===== src/rtl/exception_pc_unit.sv =====
// exception_pc_unit: multicycle exception entry / eret sequencer.
// On an exception request it saves PC-4 into EPC, reads the one-byte
// handler address from the vector table and then loads the handler into
// the PC. On eret it loads EPC back into the PC. busy stalls main control
// for the whole sequence.
//
// Optional feature macro: EXC_CAUSE_REG_EN
//   defined   -> cause register implemented; cause holds from SAVE until RET
//   undefined -> cause output tied to 2'b00. The vector offset still comes
//                from the priority encoding captured on the request edge.
//
// Handshake note: there is no valid/ready pair here. Requests are level
// samples taken only in IDLE; memory is a fixed-latency read where mem_req
// marks the READ window and mem_data is sampled at the final READ edge only.
// All outputs are registers or decodes of the state register.
module exception_pc_unit #(
  parameter int MEM_LATENCY = 2,
  parameter int VEC_BASE    = 253
) (
  input  logic        clk,
  input  logic        reset,
  input  logic [31:0] pc,
  input  logic        opcode_invalid,
  input  logic        overflow,
  input  logic        div_zero,
  input  logic        eret,
  input  logic [7:0]  mem_data,
  output logic        mem_req,
  output logic [31:0] mem_addr,
  output logic [31:0] epc,
  output logic [31:0] vector_pc,
  output logic [1:0]  pc_source,
  output logic        pc_write,
  output logic        busy,
  output logic [1:0]  cause,
  output logic [2:0]  dbg_state
);

  localparam logic [2:0] S_IDLE = 3'd0;
  localparam logic [2:0] S_SAVE = 3'd1;
  localparam logic [2:0] S_READ = 3'd2;
  localparam logic [2:0] S_LOAD = 3'd3;
  localparam logic [2:0] S_RET  = 3'd4;

  localparam logic [2:0]  LAT_INIT   = 3'(MEM_LATENCY - 1);
  localparam logic [31:0] VEC_BASE_W = 32'(VEC_BASE);

  logic [2:0]  state_q, state_d;
  logic [2:0]  cnt_q, cnt_d;
  logic [31:0] epc_q, epc_d;
  logic [31:0] vec_q, vec_d;
  logic [31:0] addr_q, addr_d;
  logic [1:0]  code_q, code_d;

  logic        req_any;
  logic [1:0]  req_code;

  // Priority encode the exception requests: opcode_invalid > overflow > div_zero.
  always_comb begin
    req_any  = opcode_invalid | overflow | div_zero;
    req_code = 2'd0;
    if (opcode_invalid)  req_code = 2'd1;
    else if (overflow)   req_code = 2'd2;
    else if (div_zero)   req_code = 2'd3;
  end

  // Next-state and datapath capture logic.
  always_comb begin
    state_d = state_q;
    cnt_d   = cnt_q;
    epc_d   = epc_q;
    vec_d   = vec_q;
    addr_d  = addr_q;
    code_d  = code_q;
    case (state_q)
      S_IDLE: begin
        // Exceptions win over a simultaneous eret; lower-priority requests drop.
        if (req_any) begin
          state_d = S_SAVE;
          code_d  = req_code;
        end else if (eret) begin
          state_d = S_RET;
`ifdef EXC_CAUSE_REG_EN
          code_d  = 2'd0;
`endif
        end
      end
      S_SAVE: begin
        epc_d   = pc - 32'd4;
        addr_d  = VEC_BASE_W + {30'd0, code_q} - 32'd1;
        cnt_d   = LAT_INIT;
        state_d = S_READ;
      end
      S_READ: begin
        if (cnt_q == 3'd0) begin
          vec_d   = {{24{mem_data[7]}}, mem_data};
          state_d = S_LOAD;
        end else begin
          cnt_d = cnt_q - 3'd1;
        end
      end
      S_LOAD:  state_d = S_IDLE;
      S_RET:   state_d = S_IDLE;
      default: state_d = S_IDLE;
    endcase
  end

  // State and datapath registers; reset aborts any sequence without a PC write.
  always_ff @(posedge clk or posedge reset) begin
    if (reset) begin
      state_q <= S_IDLE;
      cnt_q   <= 3'd0;
      epc_q   <= 32'd0;
      vec_q   <= 32'd0;
      addr_q  <= 32'd0;
      code_q  <= 2'd0;
    end else begin
      state_q <= state_d;
      cnt_q   <= cnt_d;
      epc_q   <= epc_d;
      vec_q   <= vec_d;
      addr_q  <= addr_d;
      code_q  <= code_d;
    end
  end

  assign mem_req   = (state_q == S_READ);
  assign pc_write  = (state_q == S_LOAD) || (state_q == S_RET);
  assign pc_source = (state_q == S_LOAD) ? 2'b11 :
                     (state_q == S_RET)  ? 2'b01 : 2'b00;
  assign busy      = (state_q != S_IDLE);
  assign mem_addr  = addr_q;
  assign epc       = epc_q;
  assign vector_pc = vec_q;
  assign dbg_state = state_q;

`ifdef EXC_CAUSE_REG_EN
  assign cause = code_q;
`else
  assign cause = 2'b00;
`endif

endmodule


===== config.mk =====
export PLATFORM = sky130hd
export DESIGN_NAME = exception_pc_unit
export DESIGN_NICKNAME = d
export VERILOG_FILES = /design/src/rtl/exception_pc_unit.sv
export SDC_FILE = /design/constraint.sdc
export NUM_CORES = 1
export LEC_CHECK = 0
export CAP_MARGIN = 25
export CORE_MARGIN = 4
export CORE_UTILIZATION = 43
export DETAILED_ROUTE_END_ITERATION = 8
export PLACE_DENSITY_LB_ADDON = 0.12
export SETUP_SLACK_MARGIN = 0.05
export SLEW_MARGIN = 0
export SYNTH_ARGS = -nofsm -noshare
export SYNTH_HDL_FRONTEND = slang
export SYNTH_SLANG_ARGS = --single-unit

===== constraint.sdc =====
create_clock -name clk -period 3.2 [get_ports clk]
set_clock_uncertainty 0.2 [all_clocks]
set_input_delay 0.48 -clock clk [delete_from_list [all_inputs] [get_ports clk]]
set_output_delay 0.48 -clock clk [all_outputs]
set_load 0.02 [all_outputs]

== After elaboration in Yosys (flattened, before gate mapping) ==
Cells that the tools add are included.
Cells by class
  muxes and demuxes: 11
  reduce and logical (&&, ||, !) cells: 9
  bitwise operators: 2
  eq/ne operators: 7
  add/subtract/negate cells: 4
Operator list (count)
  $sub 32x3->32 const B: 1
  $mux 3: 4
  $sub 9x1->10 const B: 1
  $add 8x2->9 const A: 1
  $pmux 3 s3: 1
  $mux 2: 4
  $reduce_and 2->1: 4
  $eq 3x2->1 const B: 2
  $logic_not 3->1: 2
  $pmux 3 s2: 1
  $eq 3x1->1 const B: 1
  $eq 3x3->1 const B: 1
  $ne 3x3->1 const B: 1
  $reduce_bool 3->1: 1
  $sub 3x1->3 const B: 1
  $ne 2x1->1 const B: 1
  $ne 2x2->1 const B: 1
  $or 1x1->1: 2
  $reduce_bool 2->1: 1
  $logic_or 1x1->1: 1
  $mux 1: 1
Storage, ports and cells
  logic and storage cells: 39
  register bits: 80
  output and inout port bits: 106
  input port bits: 46

== Logic depth before layout (Yosys ltp) ==
Gate-level depths: netlist of run 1.
  depth in word-level cells: 4
  gate-level depth with buffers: 7
  depth with buffers taken out: 7

== Least setup slack after synthesis of run 1 ==
Ideal clock, no wire load.
  path kind: input -> register
  start point: input pc[24]
  end point: register epc_q[31], in the netlist epc[31]
  setup time: 0.129 ns
  data arrival time: 1.884 ns
  buffers on the path: 0
  cell stages on the path: 5
  setup slack: 0.987 ns
  required time: 2.871 ns
  cells stage by stage: or4_2 -> nor4b_1 -> nand3_1 -> xor2_1 -> o21ai_2
On the way
  word-level cells in the longest chain between the ends: 1
RTL lines
  start, declared: line 22  | input logic [31:0] pc,
  $sub 32x3->32: line 89  | epc_d = pc - 32'd4;
  end signal, assigned: line 120  | epc_q <= epc_d;
  end, declared: line 50  | logic [31:0] epc_q, epc_d;
No other way between the ends.
A chain may end at the register's enable or synchronous reset.

== Final worst setup path of run 1 ==
  start point: register state_q[2], in the netlist dbg_state[2]
  end point: output busy
On the way
  word-level cells in the longest chain between the ends: 1
RTL lines
  start, declared: line 48  | logic [2:0] state_q, state_d;
  start signal, assigned: line 118  | state_q <= state_d;
  $reduce_bool 3->1: line 131  | assign busy = (state_q != S_IDLE);
  end, declared: line 34  | output logic busy,
No other way between the ends.

==> results of run 1 <==
critical path: stages (launching register included):
cell and delay (ns):
dfrtp_1 0.45, nor3_1 0.41, inv_1 0.11, clkdlybuf4s50_1 0.55
cells in the mapped netlist, drive strengths merged, types with 4 or more instances:
| master | count |
|---|---|
| a21oi | 4 |
| xor2 | 11 |
| xnor2 | 15 |
| nand3 | 8 |
| inv | 11 |
| nor4 | 6 |
| o21ai | 32 |
| clkbuf | 9 |
| nor3 | 14 |
| buf | 57 |
| nand2 | 50 |
| mux2 | 8 |
| or3 | 5 |
| nor2 | 17 |
| dfrtp | 51 |
sequential cells by signal, summed over array words and instances (netlist names):
register / count
epc: 32
dbg_state: 3
code_q: 2
mem_addr: 3
cnt_q: 3
vector_pc: 8
per-stage QoR:
step | instances | power [W] | setup WS, ns
after global placement | 489 | 0.00340 | 0.382
after floorplan | 346 | 0.00255 | 0.987
after detailed placement | 490 | 0.00347 | 0.339
final | 498 | 0.00386 | 0.701
after CTS | 498 | 0.00393 | 0.671
after global routing | 498 | 0.00413 | 0.477
worst max path at each step:
stage | to | slack, ns
5_1_grt | busy | 0.48
6_report | busy | 0.70
4_1_cts | busy | 0.67
2_1_floorplan | epc[31]$_DFFE_PP0P_ | 0.99
3_5_place_dp | epc[18]$_DFFE_PP0P_ | 0.34
3_3_place_gp | epc[18]$_DFFE_PP0P_ | 0.38
final cells by class:
cell class	instances	area, sq um
Clock buffer	5	68.8
Fill cell	606	2610
Multi-Input combinational cell	218	1300
Sequential cell	51	1280
Timing Repair Buffer	130	1310
Inverter	11	41.3
Tap cell	80	100
Clock inverter	3	43.8
power by group:
group	switching, W	internal, W	total (W)
Sequential	0.000204	0.000950	0.00115
Clock	0.000212	0.000233	0.000445
Combinational	0.00119	0.00107	0.00226
Total	0.00160	0.00226	0.00386
logic make-up after synthesis:
| family | count (synthesis) | synth area share (%) |
|---|---|---|
| adders and majority gates | 3 | 1.26 |
| AOI/OAI and AO/OA | 40 | 7.30 |
| other | 1 | 0.126 |
| buffers and inverters | 77 | 16.8 |
| DFF | 51 | 42.8 |
| xor gates and xnor gates | 26 | 7.64 |
| and+or+nand+nor | 115 | 21.1 |
| muxes | 8 | 3.02 |
per-layer routing:
layer | share of wire [%] | global-route usage (%) | wire length (microns) | vias to the layer above
li1 | - | - | - | 1182
met3 | 7.0 | 4.89 | 457 | 7
met5 | 0 | 0 | 0 | -
met2 | 49 | 26.3 | 3170 | 78
met4 | 1.1 | 3.77 | 72 | 0
met1 | 43 | 19.2 | 2810 | 1000
==> results.toml, run 1 <==
[status]
status = "completed"

[logic_synthesis]
synth_edf_count = 0
syn_area_sq_um = 2980
synthCells = 321
async_flop_share_pct = 100
synth.largest_area_cell = "dfrtp_1"
synth_seq_cells = 51
yosysUniqueCellTypes = 36
seq_area_frac_synth_pct = 42.8
synthTopCellsByArea = "dfrtp_1 (43%), buf_4 (14%), nand2_1 (6.3%)"
synthDominantCellAreaShare_pct = 42.8
synth.avg_cell_area_sq_um = 9.29
yosys_warnings = 0
yosys_most_used_dff = "dfrtp_1"

[clocking]
htreeDepth = 2
cts-root-buf = "clkbuf_8"
holdBufCountCts = 0
cts_resized = 0
cts_buffer_depth = 2
tritoncts.num_buffers = 5
cts_tree = "yes"
post-cts-setup-buffer-count = 0
insertion_delay_ns = 0.30
cts_num_sinks = 51
path_clk_slew_ns = 0.09

[sta]
rsz0062_at_grt = "no"
max_freq_mhz = 400
maxSlewViolCount = 0
finalCritPeriodShare_pct = 78.1
hold_viol = 0
setup_violations = 0
setup_tns_ns = 0
min_period_ns = 2.50
slew_headroom_pct = 38.8
worst_slew_pin_slew_ns = 0.917
fin_hold_ws_ns = 0.273

[hold_path]
min-delay-start = "code_q[1]$_DFFE_PP0P_"
whs_path_depth = 2
worstHoldEndpoint = "mem_addr[1]$_DFFE_PP0P_"
hold_class = "flop to flop"

[worst_setup_path]
cp.arrival_ns = 1.82
r2r-start = "dbg_state[1]$_DFFE_PP0P_"
worstSetupStartpointType = "flop"
critPathMaxFanout = 7
r2r_slack_ns = 1.19
r2r_cells = 5
timing.rr.end = "epc[12]$_DFFE_PP0P_"
crit_required_ns = 2.52
critical_path_class = "flop to output pin"
end_kind = "output pin"
critPathLaunch = "dbg_state[2]$_DFFE_PP0P_"

[placed_design]
routabilityCongestion = 0.746
dp_hpwl_microns = 5110
port_buffers = 125
place_area_sq_um = 4030

[die]
placementRows = 30
ios = 152
floorplan.initialDensity_pct = 44.1
die_w_microns = 91.3
core_area_sq_um = 6760
die_y_microns = 91.3
die_area_sq_um = 8330

[power_and_ir_drop]
worst_ir_drop_vdd_mv = 0.347
p_leak_nw = 1.76
power_per_cell_area_nw_per_um2 = 932

[cells_and_area]
fin_nets = 466
mostFrequentLayoutCell = "clkdlybuf4s50_1"
stdcell_area_sq_um = 4140
most-common-layout-cells = "clkdlybuf4s50_1 (125), dfrtp_1 (51), nand2_1 (50)"
antennaDiodeCount = 0
drive_gt1_share_pct = 8.61
area_growth_pct = 38.9
utilization_pct = 61.3

[detailed_routing]
drt_iter0_drc = 47
routed_wirelength_microns = 6510
avgRoutedWirePerCell_microns = 13.1
ant_nets = 0
drc_errors = 0
viasPerCell = 4.55
vias = 2267
drt_first_pass_iters = 5

[global_route]
grt_pass1_vias = 2140
track_usage_pct = 15.5
grt_start_max_net_pins = 43
antenna_found_initial = 0
grt_pass1_wl_microns = 10600
grt_overflow = 0

[run]
maxCapViolations = 0
Note: power is estimated with default switching activity, not from simulation.
==> run 2: changes to the inputs <==
--- a/config.mk
+++ b/config.mk
@@ -7,7 +7,7 @@
 export LEC_CHECK = 0
 export CAP_MARGIN = 25
 export CORE_MARGIN = 4
-export CORE_UTILIZATION = 43
+export CORE_UTILIZATION = 36
 export DETAILED_ROUTE_END_ITERATION = 8
 export PLACE_DENSITY_LB_ADDON = 0.12
 export SETUP_SLACK_MARGIN = 0.05
==> constraint.sdc (replaced) <==
create_clock -name clk -period 2.25 [get_ports clk]
set_clock_uncertainty 0.2 [all_clocks]
set_input_delay 0.3375 -clock clk [delete_from_list [all_inputs] [get_ports clk]]
set_output_delay 0.3375 -clock clk [all_outputs]
set_load 0.02 [all_outputs]
==> run 2 against run 1 <==
Compared with the run above: critical path depth up 3; first-iteration DRC count fell by 60%; count of clock-buffer cells in the layout unchanged; total power is 42% higher; final area is 9.7% higher; setup slack lost 0.56 ns; combinational power increased by 44%; final cell count rose by 12%; largest cell class unchanged; largest power group unchanged; highest routed layer unchanged.
==> results.toml, run 2 (synthesis gave the netlist of run 1 again) <==
[detailed_routing]
vias = 2427
viasPerCell = 4.33
routed.top_layer = "met4"
wl_met2_microns = 3480
avgRoutedWirePerCell_microns = 13.1
drt_first_pass_iters = 4
routed_wirelength_microns = 7330
met1_length_microns = 3170
route.met3.wl_microns = 651
drt_iter0_drc = 19
ant_nets = 0
drc_errors = 0

[worst_setup_path]
r2r-start = "cnt_q[0]$_DFFE_PP0P_"
r2r_cells = 5
end_kind = "flop"
worstSetupStartpointType = "input pin"
r2r_slack_ns = 0.37
crit_required_ns = 2.25
critPathMaxFanout = 5
timing.rr.end = "vector_pc[0]$_DFFE_PP0P_"
cp.arrival_ns = 2.12
critical_path_class = "input pin to flop"

[die]
die_w_microns = 99.0
die_y_microns = 99.0
floorplan.initialDensity_pct = 37.8
placementRows = 32
core_area_sq_um = 7890
ios = 152
die_area_sq_um = 9800

[cells_and_area]
multiInputGateArea_sq_um = 1340
fill_cells = 711
most-common-layout-cells = "clkdlybuf4s50_1 (113), nand2_1 (50), dfrtp_1 (49)"
mostFrequentLayoutCell = "clkdlybuf4s50_1"
fin_nets = 506
antennaDiodeCount = 0
instances_no_fill = 560
area_growth_pct = 52.4
drive_gt1_share_pct = 18.3
regArea_sq_um = 1280
stdcell_area_sq_um = 4540
largest_register_ffs = 32

[clocking]
cts_num_sinks = 51
tritoncts.num_buffers = 5
cts_buffer_depth = 2
insertion_delay_ns = 0.31
cts_tree = "yes"
path_clk_slew_ns = 0.10
cts-root-buf = "clkbuf_8"
htreeDepth = 2

[placed_design]
dp_hpwl_microns = 5720
routabilityCongestion = 0.798
dp_cells = 549
port_buffers = 125
place_area_sq_um = 4350

[hold_path]
min-delay-start = "pc[2]"
hold_class = "input pin to flop"
whs_path_depth = 2
worstHoldEndpoint = "epc[2]$_DFFE_PP0P_"

[global_route]
track_usage_pct = 14.8
grt_pass1_vias = 2425
grt_overflow = 0
antenna_found_initial = 0
grt_pass1_wl_microns = 12000
grt_start_max_net_pins = 55

[sta]
hold_viol = 0
setup_tns_ns = 0
rsz0062_at_grt = "no"
min_period_ns = 2.11
max_freq_mhz = 474
setup_violations = 0
finalCritPeriodShare_pct = 93.9
maxSlewViolCount = 0

[power_and_ir_drop]
power_per_cell_area_nw_per_um2 = 1200
p_int_w = 0.00313
pwr-share-seq_pct = 30.3
share_comb_of_total_power_pct = 59.6
power_w = 0.00547
worst_ir_drop_vdd_mv = 0.522
p_switching_w = 0.00234
power_frac_clock_pct = 10.1
p_leak_nw = 2.04
swShare_pct = 42.8

[status]
status = "completed"

[run]
maxCapViolations = 0
run 2: critical path: stages:
cell,delay [ns]
clkdlybuf4s50_1,0.42
or4_4,0.42
or3_4,0.45
nor4_4,0.28
xnor2_1,0.14
o21ai_1,0.07
run 2: area by class of cell:
cell class	instances	share of cell area, %
multi-input cells	218	29.5
clock inverters	3	0.523
flip-flops and latches	51	28.2
repair buffers	170	36.5
inverters	11	0.909
well taps	102	2.81
clock buffers	5	1.51
run 2: worst max path at each step:
| stage | endpoint | slack, ns | start |
|---|---|---|---|
| 6_report | epc[28]$_DFFE_PP0P_ | 0.14 | pc[19] |
| 5_1_grt | epc[15]$_DFFE_PP0P_ | 0.08 | pc[9] |
| 4_1_cts | epc[30]$_DFFE_PP0P_ | 0.05 | pc[19] |
| 3_5_place_dp | epc[30]$_DFFE_PP0P_ | -0.29 | pc[19] |
| 3_3_place_gp | epc[30]$_DFFE_PP0P_ | -0.26 | pc[19] |
| 2_1_floorplan | epc[31]$_DFFE_PP0P_ | 0.18 | pc[24] |
run 2: metal layers:
layer / vias up / track usage, %
li1: 1255 / -
met1: 1083 / 19.3
met2: 85 / 24.2
met3: 4 / 5.66
met4: 0 / 1.58
met5: - / 0
run 2: stage by stage:
stage	hold WS, ns	setup WS [ns]	utilization (%)
floorplan	0.222	0.180	-
global placement	0.250	-0.265	55.1
detailed placement	0.262	-0.292	55.1
CTS	0.163	0.0461	56.6
global route	0.136	0.0756	57.6
finish	0.123	0.138	57.6
run 2: timing repair:
| action | in CTS | in global routing |
|---|---|---|
| setup endpoints to repair | 34 | 44 |
| hold buffers | 0 | 0 |
| buffers inserted | 2 | 0 |
| pin swaps | 0 | 7 |
| endpoints found under the hold margin | 0 | 0 |
| resized for setup | 8 | 16 |
| cloned | 0 | 1 |
run 2: power by group through the flow:
stage               registers (W)  clock network [W]  logic [W]
floorplan                 0.00211                  0    0.00152
global placement          0.00166                  0    0.00330
detailed placement        0.00167                  0    0.00334
CTS                       0.00166           0.000572    0.00332
global route              0.00173           0.000615    0.00353
finish                    0.00166           0.000552    0.00326
